==> src/rtl/i4003x_shiftreg.sv <==
// i4003x_shiftreg: cascadable serial-in/parallel-out shift register clocked by a
// synchronised cp falling edge, with frame counting and an optional output latch.
module i4003x_shiftreg #(
  parameter int WIDTH = 10,
  parameter int STAGES = 1,
  parameter bit LATCHED = 1'b1,
  localparam int N = WIDTH * STAGES,
  localparam int CW = $clog2(N + 1)
) (
  input  logic          sysclk,
  input  logic          poc_n,
  input  logic          cp,
  input  logic          serial_in,
  input  logic          dir,
  input  logic          load,
  input  logic [N-1:0]  parallel_in,
  input  logic          strobe,
  input  logic          enable,
  output logic [N-1:0]  parallel_out,
  output logic          serial_out,
  output logic          frame_done,
  output logic [CW-1:0] shift_count
);
  logic [1:0] rst_sync;
  logic rst_n, s1, s2, s3, shift_pulse;
  logic [N-1:0] sr, latch, sr_shift;
  // Reset asserts immediately but releases on a sysclk edge.
  always_ff @(posedge sysclk or negedge poc_n)
    if (!poc_n) rst_sync <= '0;
    else rst_sync <= {rst_sync[0], 1'b1};
  assign rst_n = rst_sync[1];
  assign shift_pulse = s3 & ~s2;
  generate
    if (N == 1) begin : g_one
      assign sr_shift = serial_in;
    end else begin : g_multi
      assign sr_shift = dir ? {serial_in, sr[N-1:1]} : {sr[N-2:0], serial_in};
    end
  endgenerate
  always_ff @(posedge sysclk or negedge rst_n)
    if (!rst_n) begin
      {s3, s2, s1} <= '0;
      sr <= '0;
      latch <= '0;
      shift_count <= '0;
      frame_done <= 1'b0;
    end else begin
      {s3, s2, s1} <= {s2, s1, cp};
      frame_done <= 1'b0;
      if (strobe) latch <= sr;
      if (load) begin
        sr <= parallel_in;
        shift_count <= '0;
      end else if (shift_pulse) begin
        sr <= sr_shift;
        shift_count <= (shift_count == CW'(N - 1)) ? '0 : shift_count + CW'(1);
        frame_done <= shift_count == CW'(N - 1);
      end
    end
  assign parallel_out = enable ? (LATCHED ? latch : sr) : '0;
  assign serial_out = dir ? sr[0] : sr[N-1];
endmodule

==> config.mk <==
export PLATFORM = sky130hd
export DESIGN_NAME = i4003x_shiftreg
export DESIGN_NICKNAME = d
export VERILOG_FILES = /design/src/rtl/i4003x_shiftreg.sv
export SDC_FILE = /design/constraint.sdc
export NUM_CORES = 1
export LEC_CHECK = 0
export ABC_AREA = 1
export BUFFER_PORTS_ARGS = -buffer_cell sky130_fd_sc_hd__buf_2
export CORE_MARGIN = 4
export CORE_UTILIZATION = 45
export CTS_CLUSTER_SIZE = 8
export DETAILED_ROUTE_END_ITERATION = 16
export HOLD_SLACK_MARGIN = 0.05
export PLACE_DENSITY = 0.66
export SYNTH_ARGS = -nofsm -noshare
export SYNTH_HDL_FRONTEND = slang
export SYNTH_SLANG_ARGS = --single-unit
==> constraint.sdc <==
create_clock -name sysclk -period 1.5 [get_ports sysclk]
set_input_delay 0.075 -clock sysclk [delete_from_list [all_inputs] [get_ports sysclk]]
set_output_delay 0.075 -clock sysclk [all_outputs]
set_load 0.01 [all_outputs]
# After elaboration in Yosys (flattened, before gate mapping)
# Index checks and enable logic that the tools add are counted.
# word_totals
register_bits	30
inputBits	18
out_inout_bits	16
word_cells	23
# op_classes
addsub	1
n_eq_ne	1
mux	10
bitwise_logic	2
n_reduce_logical	1
# ops
op	n
2-to-1 mux 10 bit	4
2-to-1 mux 4 bit	3
adder 4 x 1 -> 4 bit, second input constant	1
== test 4 bit, second input constant	1
2-to-1 mux 1 bit	3
nonzero test 2 bit	1
AND 1 bit	1
inverter 1 bit	1

# Logic depth before layout (Yosys ltp)
# Gate-level depths: netlist (run 1).
# depth
ltp_word	4
mapped_depth	7
depth_no_buf	7

# Worst setup path before layout (run 1)
# Ideal clock, no wire load.
# synth_timing
path_kind	flip-flop to flip-flop
startpoint	register shift_count[0]
endpoint	register shift_count[0]
setup_ps	77
arrival_time_ps	987
required_ps	1423
path_slack_ps	436
path_stages_with_launch	5
n_path_buf	0
synth_period_minus_slack_ps	1064
cell_sequence	dfrtp_1 -> ha_1 -> nand3_1 -> nand3_1 -> o21ai_1
# synth_between
elab_chain_cells	4
word_cells_on_any_way	5
cone_classes	1 x add/sub; 1 x eq/ne; 3 x mux
# synth_rtl
item	line	rtl
start, declared	22	output logic [CW-1:0] shift_count
start signal, assigned	56	shift_count <= (shift_count == CW'(N - 1)) ? '0 : shift_count + CW'(1);
adder 4 x 1 -> 4 bit / == test 4 bit (equally long branches)	56	
2-to-1 mux 4 bit *	56	
2-to-1 mux 4 bit *	54	end else if (shift_pulse) begin
2-to-1 mux 4 bit *	51	if (load) begin
# Mark *: on every way between the ends. The rest lies on a longest branch, timed or not. The select of a mux whose other input is x is not followed.
# A chain may end at the register's enable or synchronous reset.

# Worst setup path after layout (run 1)
# layout_timing
startpoint	register shift_count[1]
endpoint	register shift_count[3]
# Same word-level chain as after synthesis.

==> summary.md, run 1 <==
| Metric | Value |
|---|---|
| Status | finished, final reports clean |
| Crit path DAT | around 1.4 ns |
| NetSw | 0.5218 mW |
| Initial DRC Count | 50 |
| Share of post-route cells with drive strength above 1 | 0.2569 |
| CP endpoint kind | flip-flop |
| CP Launch Type | flip-flop |
| WL/cell | 12.07 um |
| Critical path's top delay family | flip-flops |
| Reg2Reg Depth | 7 |
| Required @ worst endpoint | around 1.8 ns |
| Power per standard cell area | 1015 nW/um2 |
| Int Pwr | ~1.3 mW |
| Yosys reg bits | 30 |
| DP Wirelength | 2.175 mm |
| Final hold slack | 0.05746 ns |
| Main flop type after synthesis | dfrtp_1 |
| Comb power frac | 0.178 |
| Clock sink total | 30 |
| Synthesis-to-layout area growth | 19.90% |
| Clk pwr share | 0.279 |
| CTS Root Cell | clkbuf_4 |
| GRT Total Usage | 0.1638 |
| Async SR Flop Fraction | 1.000 |
| Switching Share | 0.2891 |
| VDD IR-drop max | 619.8 uV |
| Largest net degree at the start of global routing | 29 |
| Crit-path max FO | 6 |
| Cts repair resizes | 0 |
| Post-synth top area cell | dfrtp_1 |
| Fin crit share | 0.7779 |
| Slowest CP cell | dfrtp_1 |
| Clk_skew | 0.003353 ns |
| Routed WL | ~3.2 mm |
| Yosys Warn Count | 0 |
| CTS Buffer Depth | 2 |
| H-tree levels | 2 |
| CP bufs+invs | 2 |
| Fmax | 857.0 MHz |
| Antenna Nets Post-Route | 0 |
| Max cap viols | 0 |
| Avg Inst Size Synth | between 8 and 9 um2 |
| WS Path Type | reg -> reg |
| Library cells used by synthesis | 20 |
| Boundary Pins | 34 |
| Vias per inst | 4.802 |
| Row count | 20 |
| Register area share after synthesis | 0.5059 |
| DIE AREA | 4280 um2 |
| Final nets | 237 |
| Worst skew pair latency | about 0.33 ns |
| Final Hold Vio Count | 0 |
| Post-Syn Instances | 178 |
| Slowest stage delay, CP | roughly 0.44 ns |
| Total CTS buffers | 5 |
| Vias in the first global route | around 1200 |
| IO Port Bufs | 33 |
| Sequential power share | 0.543 |
| CTS tree | built |
| Share of the synthesized area in the top cell type | 0.5059 |
| Grt ovf | 0 |
| Hold crit path type | in -> reg |
| Initial antenna violation count | 0 |
| Initial Util | 0.4782 |
| Core Region | around 3100 um2 |
| Routability cong. | approximately 0.78 |
| Remaining DRCs | 0 |
| Count leader, synth | nand2_1 |
| Main area contributors after synthesis | dfrtp_1 51%, nand2_1 17%, mux2_2 7.6% |
| Syn_nets | 198 |
| DR vias | 1258 |
| Cell depth of the worst setup path | 7 |
| Worst hold stages | 4 |
| Die extent in y | 65.43 um |
| Setup_tns | 0 ns |
| Synth Cell Area | 1484 um2 |
| DR pass1 iterations | 4 |
| Worst-path clk slew | ~0.090 ns |
| EDFF count, synth | 0 |
| Die width | between 60 and 70 um |
| First-pass GRT wire length | between 5 and 6 mm |
| Leakage | between 0.9 and 1 nW |
| Antenna diode count | 0 |
| Tmin final | 1.167 ns |
| Final setup fails | 0 |
| CP Cell Sequence | inv_1 > ha_1 > nand3_1 > inv_1 > nor2_1 > nand2_1 > nand2_1 |
| Unrepaired setup endpoints after global routing | false |
| Final Max Tran Viols | 0 |
| Most common library cells after synthesis | 66 x nand2_1, 30 x dfrtp_1, 21 x nand3_1 |
layout by cell type (no fill, tap or decap), drive strengths merged:
cell          n
nand4         2
clkinv        1
dlygate4sd3   5
buf          34
nand3        21
mux2         10
clkbuf        7
inv          18
conb          1
nor2         10
o21ai         3
dfrtp        30
nand2        66
or2           8
ha            2
metal layers:
metal,wire length (um),part of all wire,GRT usage
met4,17,0.0054,0.06995
met2,1499,0.47,0.2503
met3,205,0.065,0.06325
met5,0,0,0
met1,1440,0.46,0.2062
layout make-up:
cell class / count / area (um2)
Clock buffer: 7 / 55.05
Clock inverter: 1 / 5.005
Fill cell: 312 / 1324
Inverter: 18 / 67.56
Multi-Input combinational cell: 123 / 623.1
Sequential cell: 30 / 750.7
Tap cell: 44 / 55.05
Timing Repair Buffer: 39 / 222.7
sequential cells by signal, summed over array words and instances (netlist names):
register / cells
latch: 10
sr: 10
rst_sync: 2
s3: 1
frame_done: 1
s1: 1
shift_count: 4
s2: 1
path summary, 6_finish.rpt:
| check | end | slack (ns) | startpoint |
|---|---|---|---|
| worst max-delay path | shift_count[3]$_DFFE_PN0P_ | 0.33 | shift_count[1]$_DFFE_PN0P_ |
| worst min-delay path | sr[4]$_DFFE_PN0P_ | 0.06 | parallel_in[4] |
| max in group asynchronous | rst_sync[0]$_DFF_PN0_ | 0.81 | poc_n |
| worst min register to register | shift_count[0]$_DFFE_PN0P_ | 0.24 | rst_sync[1]$_DFF_PN0_ |
| min in group asynchronous | shift_count[0]$_DFFE_PN0P_ | 0.24 | rst_sync[1]$_DFF_PN0_ |
| worst max register to register | shift_count[3]$_DFFE_PN0P_ | 0.33 | shift_count[1]$_DFFE_PN0P_ |
worst register-to-register path, delay by kind of cell (launching register included):
kind          cells  cell delay [ns]
fa+ha+maj         1             0.18
simple gates      4             0.37
flops             1             0.44
buf+inv           2             0.13
metrics by stage:
step,instances,power [mW],setup WS [ns],area (um2),util
6_report,262,1.805,0.3331,1779,0.5734
5_1_grt,262,1.931,0.2188,1779,0.5734
4_1_cts,262,1.820,0.3333,1779,0.5734
2_1_floorplan,178,1.201,0.4358,1484,-
3_3_place_gp,249,1.296,0.4269,1669,0.5379
3_5_place_dp,249,1.311,0.3581,1669,0.5379
logic make-up after synthesis:
family	count (synthesis)	synth area share
AND/OR/NAND/NOR	107	0.3120
flip-flops	30	0.5059
buffers and inverters	25	0.07420
multiplexers	10	0.07589
AO/OA/AOI/OAI	3	0.01265
adder cells (fa/ha/maj)	2	0.01686
other	1	0.002527
power by group through the flow:
stage / Combinational, mW / Clock (mW) / Sequential (mW)
6_report: 0.322 / 0.503 / 0.981
5_1_grt: 0.368 / 0.567 / 0.996
2_1_floorplan: 0.217 / 0 / 0.984
4_1_cts: 0.327 / 0.512 / 0.981
3_5_place_dp: 0.315 / 0 / 0.996
3_3_place_gp: 0.308 / 0 / 0.988
repair_timing:
action / in CTS / in global routing
hold buffers: 5 / 0
hold endpoints to repair: 5 / 0
setup buffers: 0 / 0
(Power assumes the default switching activity.)
==> run 2, diff against run 1 <==
- clock period: 1.5 -> 1.2 ns (I/O delays scaled with it)
==> summary.md, run 2 (synthesis gave the netlist of run 1 again) <==
| Metric | Value |
|---|---|
| Status | finished, final reports clean (unchanged) |
| Total CTS buffers | 5 (unchanged) |
| Grt ovf | 0 (unchanged) |
| Routability cong. | 0.7864 (was 0.7843) |
| WL/cell | 11.62 um (was 12.07 um) |
| Antenna diode count | 0 (unchanged) |
| Row count | 20 (unchanged) |
| DR pass1 iterations | 4 (unchanged) |
| CTS tree | built (unchanged) |
| CP endpoint kind | flip-flop (unchanged) |
| Initial DRC Count | 60 (was 50) |
| Max cap viols | 0 (unchanged) |
| Die extent in y | 65.43 um (unchanged) |
| Critical path's top delay family | simple AND/OR/NAND/NOR gates (was flip-flops) |
| Final Hold Vio Count | 0 (unchanged) |
| CTS Buffer Depth | 2 (unchanged) |
| Remaining DRCs | 0 (unchanged) |
| Synthesis-to-layout area growth | 25.55% (was 19.90%) |
| Worst-path clk slew | 0.08 ns (was 0.09 ns) |
| Fin crit share | 0.9589 (was 0.7779) |
| CTS Root Cell | clkbuf_4 (unchanged) |
| GRT Total Usage | 0.1601 (was 0.1638) |
| Core Region | 3103 um2 (unchanged) |
| Antenna Nets Post-Route | 0 (unchanged) |
| Clk_skew | 0.005963 ns (was 0.003353 ns) |
| Setup_tns | 0 ns (unchanged) |
| Clock sink total | 30 (unchanged) |
| Vias in the first global route | 1196 (was 1218) |
| Final nets | 245 (was 237) |
| Slowest CP cell | dfrtp_1 (unchanged) |
| CP Launch Type | flip-flop (unchanged) |
| Slowest stage delay, CP | 0.41 ns (was 0.44 ns) |
| Initial Util | 0.4782 (unchanged) |
| Worst skew pair latency | 0.33 ns (about the same) |
| Most frequent CP cell | nand2_1 |
| Power per standard cell area | 1199 nW/um2 (was 1015 nW/um2) |
| DIE AREA | 4280 um2 (unchanged) |
| Crit-path max FO | 10 (was 6) |
| DP Wirelength | 2.235 mm (was 2.175 mm) |
| Setup ws final | 0.04933 ns (was 0.3331 ns) |
| DR vias | 1288 (was 1258) |
| Commonest cells after routing, fill and taps aside | 66 x nand2_1, 33 x buf_2, 28 x dfrtp_1 (was 66 x nand2_1, 33 x buf_2, 30 x dfrtp_1) |
| Tmin final | 1.151 ns (was 1.167 ns) |
| Initial antenna violation count | 0 (unchanged) |
| Top flop regs | latch x10, sr x10, shift_count x4 (unchanged) |
| Largest net degree at the start of global routing | 29 (unchanged) |
| Routed WL | 3.114 mm (was 3.162 mm) |
| Hold crit path type | in -> reg (unchanged) |
| Share of post-route cells with drive strength above 1 | 0.2857 (was 0.2569) |
| Commonest non-fill, non-tap cell in the layout | nand2_1 (unchanged) |
| Boundary Pins | 34 (unchanged) |
| H-tree levels | 2 (unchanged) |
| Unrepaired setup endpoints after global routing | false (unchanged) |
| CP bufs+invs | 1 (was 2) |
| Required @ worst endpoint | 1.47 ns (was 1.78 ns) |
| Crit path DAT | 1.42 ns (was 1.44 ns) |
| Fmax | 869.1 MHz (was 857.0 MHz) |
| Final hold slack | 0.05736 ns (was 0.05746 ns) |
| First-pass GRT wire length | 5.126 mm (was 5.313 mm) |
| CP Cell Sequence | nor2_2 > nor2_4 > buf_12 > nor2_1 > nand2_1 > nand2_1 (was inv_1 > ha_1 > nand3_1 > inv_1 > nor2_1 > nand2_1 > nand2_1) |
| Die width | 65.43 um (unchanged) |
| WS Path Type | reg -> reg (unchanged) |
| Vias per inst | 4.806 (was 4.802) |
| Final setup fails | 0 (unchanged) |
| Leakage | 1.029 nW (was 0.9935 nW) |
| IO Port Bufs | 33 (unchanged) |
| Final Max Tran Viols | 0 (unchanged) |
| Pre-CTS worst setup slack | 0.04106 ns (was 0.3581 ns) |
| VDD IR-drop max | 520.2 uV (was 619.8 uV) |
run 2: per-stage QoR:
stage	utilization	area, um2	power [mW]	cells
floorplan	-	1484	1.502	178
global placement	0.5468	1697	1.637	251
detailed placement	0.5468	1697	1.655	251
CTS	0.5891	1828	2.251	265
global route	0.6004	1863	2.385	268
finish	0.6004	1863	2.234	268
run 2: final cells by class:
cell class / count / area, um2
Tap cell: 44 / 55.05
Clock buffer: 6 / 51.30
Sequential cell: 30 / 753.2
Inverter: 18 / 67.56
Fill cell: 311 / 1240
Timing Repair Buffer: 47 / 302.8
Multi-Input combinational cell: 123 / 633.1
run 2: report_power, final:
part	internal, mW	total [mW]	leakage [nW]	switching [mW]
clock network	0.263	0.573	0.0302	0.310
logic	0.213	0.435	0.635	0.222
registers	1.13	1.23	0.364	0.0942
total	1.61	2.23	1.03	0.626
run 2: final timing paths:
path                                             from                     to  slack, ns  cells past startpoint
worst min-delay path                   parallel_in[5]      sr[5]$_DFFE_PN0P_       0.06                      4
worst max register to register           s2$_DFF_PN0_      sr[9]$_DFFE_PN0P_       0.05                      6
worst min register to register  rst_sync[1]$_DFF_PN0_      sr[6]$_DFFE_PN0P_       0.23                      1
min in group asynchronous       rst_sync[1]$_DFF_PN0_      sr[6]$_DFFE_PN0P_       0.23                      1
worst max-delay path                     s2$_DFF_PN0_      sr[9]$_DFFE_PN0P_       0.05                      6
max in group asynchronous                       poc_n  rst_sync[0]$_DFF_PN0_       0.51                      3
run 2: worst min-delay path: stages:
cell and delay [ns]:
buf_2 0.07, or2_0 0.10, nand3_1 0.07, nand2_1 0.05
run 2: routing by layer:
metal  routed length, um  GRT usage
met1                1358     0.1876
met2                1472     0.2579
met3                 200    0.04615
met4                  82    0.09845
met5                   0          0
run 2: repair_timing:
item | in CTS | in global routing
setup buffers | 0 | 3
hold buffers | 8 | 0
resized for setup | 0 | 4
endpoints found under the hold margin | 8 | 0
endpoints found under the setup margin | 0 | 3
==> run 3, diff against run 2 <==
- RECOVER_POWER: default -> 50
==> summary.md, run 3 (synthesis gave the netlist of run 1 again) <==
| Metric | Value |
|---|---|
| Commonest cells after routing, fill and taps aside | 66 x nand2_1, 33 x buf_2, 28 x dfrtp_1 (unchanged) |
| Most frequent CP cell | nand2_1 (unchanged) |
| Die extent in y | 65.43 um (unchanged) |
| Pwr Total | 2.233 mW (was 2.234 mW) |
| CP Launch Type | flip-flop (unchanged) |
| Initial DRC Count | 60 (unchanged) |
| Fin cells | 268 (unchanged) |
| Total CTS buffers | 5 (unchanged) |
| Top flop regs | latch x10, sr x10, shift_count x4 (unchanged) |
| DIE AREA | 4280 um2 (unchanged) |
| Hold crit path type | in -> reg (unchanged) |
| Largest net degree at the start of global routing | 29 (unchanged) |
| Die width | 65.43 um (unchanged) |
| Final setup fails | 0 (unchanged) |
| CP Cell Sequence | nor2_2 > nor2_4 > buf_12 > nor2_1 > nand2_1 > nand2_1 (unchanged) |
| Core Region | 3103 um2 (unchanged) |
| CTS tree | built (unchanged) |
| Power per standard cell area | 1200 nW/um2 (was 1199 nW/um2) |
| Share of post-route cells with drive strength above 1 | 0.2857 (unchanged) |
| VDD IR-drop max | 520.2 uV (about the same) |
| Crit-path max FO | 10 (unchanged) |
| IO Port Bufs | 33 (unchanged) |
| DR pass1 iterations | 4 (unchanged) |
| Final Cell Area | 1861 um2 (was 1863 um2) |
| Setup_tns | 0 ns (unchanged) |
| Fmax | 869.1 MHz (unchanged) |
| Clk_skew | 0.005963 ns (unchanged) |
| Initial Util | 0.4782 (unchanged) |
| Vias in the first global route | 1196 (unchanged) |
| Crit path DAT | 1.42 ns (about the same) |
| WS Path Type | reg -> reg (unchanged) |
| GRT Total Usage | 0.1601 (unchanged) |
| Max cap viols | 0 (unchanged) |
| Final nets | 245 (unchanged) |
| Routed WL | 3.114 mm (unchanged) |
| Leakage | 1.028 nW (was 1.029 nW) |
| Final Max Tran Viols | 0 (unchanged) |
| Cell Count Post-Placement | 251 (unchanged) |
| DP Wirelength | 2.235 mm (unchanged) |
| Fin crit share | 0.9589 (unchanged) |
| Clock sink total | 30 (unchanged) |
| Antenna Nets Post-Route | 0 (unchanged) |
| Post-DP Area | 1697 um2 (unchanged) |
| Grt ovf | 0 (unchanged) |
| Antenna diode count | 0 (unchanged) |
| Worst skew pair latency | 0.33 ns (about the same) |
| Area of the multi-input gates | 633.1 um2 (unchanged) |
| WL/cell | 11.62 um (unchanged) |
| H-tree levels | 2 (unchanged) |
| Worst-path clk slew | 0.08 ns (about the same) |
| Final hold slack | 0.05736 ns (unchanged) |
| Routability cong. | 0.7864 (unchanged) |
| First-pass GRT wire length | 5.126 mm (unchanged) |
| Commonest non-fill, non-tap cell in the layout | nand2_1 (unchanged) |
| Fillers | 311 (unchanged) |
| Tmin final | 1.151 ns (unchanged) |
| Synthesis-to-layout area growth | 25.38% (was 25.55%) |
| Required @ worst endpoint | 1.47 ns (about the same) |
| Row count | 20 (unchanged) |
| Vias per inst | 4.806 (unchanged) |
| Worst rel slew slack | 0.5518 |
| CP endpoint kind | flip-flop (unchanged) |
| Slowest CP cell | dfrtp_1 (unchanged) |
| Status | finished, final reports clean (unchanged) |
| Slowest stage delay, CP | 0.41 ns (about the same) |
| Boundary Pins | 34 (unchanged) |
| Initial antenna violation count | 0 (unchanged) |
| Remaining DRCs | 0 (unchanged) |
| CTS Root Cell | clkbuf_4 (unchanged) |
| Tightest Pin Transition | around 0.67 ns |
| DR vias | 1288 (unchanged) |
| CTS Buffer Depth | 2 (unchanged) |
| Final Hold Vio Count | 0 (unchanged) |
| Register area | 753.2 um2 (unchanged) |
| Unrepaired setup endpoints after global routing | false (unchanged) |
==> run 3: final timing paths <==
check	from	to	slack, ns	depth (start not counted)
setup / recovery	s2$_DFF_PN0_	sr[9]$_DFFE_PN0P_	0.05	6
hold / removal	parallel_in[5]	sr[5]$_DFFE_PN0P_	0.06	4
setup reg to reg	s2$_DFF_PN0_	sr[9]$_DFFE_PN0P_	0.05	6
hold reg to reg	s1$_DFF_PN0_	s2$_DFF_PN0_	0.35	0
max in group asynchronous	rst_sync[1]$_DFF_PN0_	shift_count[1]$_DFFE_PN0P_	0.38	1
min in group asynchronous	rst_sync[1]$_DFF_PN0_	sr[6]$_DFFE_PN0P_	0.36	1
==> run 3: layer usage <==
metal  GRT usage  share of wire
met1      0.1876           0.44
met2      0.2579           0.47
met3     0.04615          0.064
met4     0.09845          0.026
met5           0              0
==> run 3: power by group <==
group | switching (mW) | internal (mW) | total, mW
Combinational | 0.222 | 0.212 | 0.434
Sequential | 0.0942 | 1.13 | 1.23
Clock | 0.310 | 0.263 | 0.573
Total | 0.626 | 1.61 | 2.23
==> run 3: what timing repair did <==
| action | CTS | global route |
|---|---|---|
| hold buffers | 8 | 0 |
| setup buffers | 0 | 3 |
| hold endpoints to repair | 8 | 0 |
| gates resized for setup | 0 | 4 |
| endpoints found under the setup margin | 0 | 3 |
==> run 3: area by class of cell <==
class / instances / area share
timing repair buffer: 47 / 0.1614
inverter: 18 / 0.03631
multi-input combinational: 123 / 0.3403
tap: 44 / 0.02959
sequential: 30 / 0.4048
clock buffer: 6 / 0.02757
==> run 3: per-stage QoR <==
stage | util | setup WS, ns
final | 0.5996 | 0.04933
after detailed placement | 0.5468 | 0.04106
after global placement | 0.5468 | 0.1323
after global routing | 0.5996 | 0.001858
after floorplan | - | 0.1358
after CTS | 0.5891 | 0.01929
==> run 3: worst max-delay path, delay by kind of cell, from the launching register on <==
kind | cells | cell delay, ns
buffers and inverters | 1 | 0.14
flip-flops | 1 | 0.41
AND/OR/NAND/NOR | 5 | 0.54
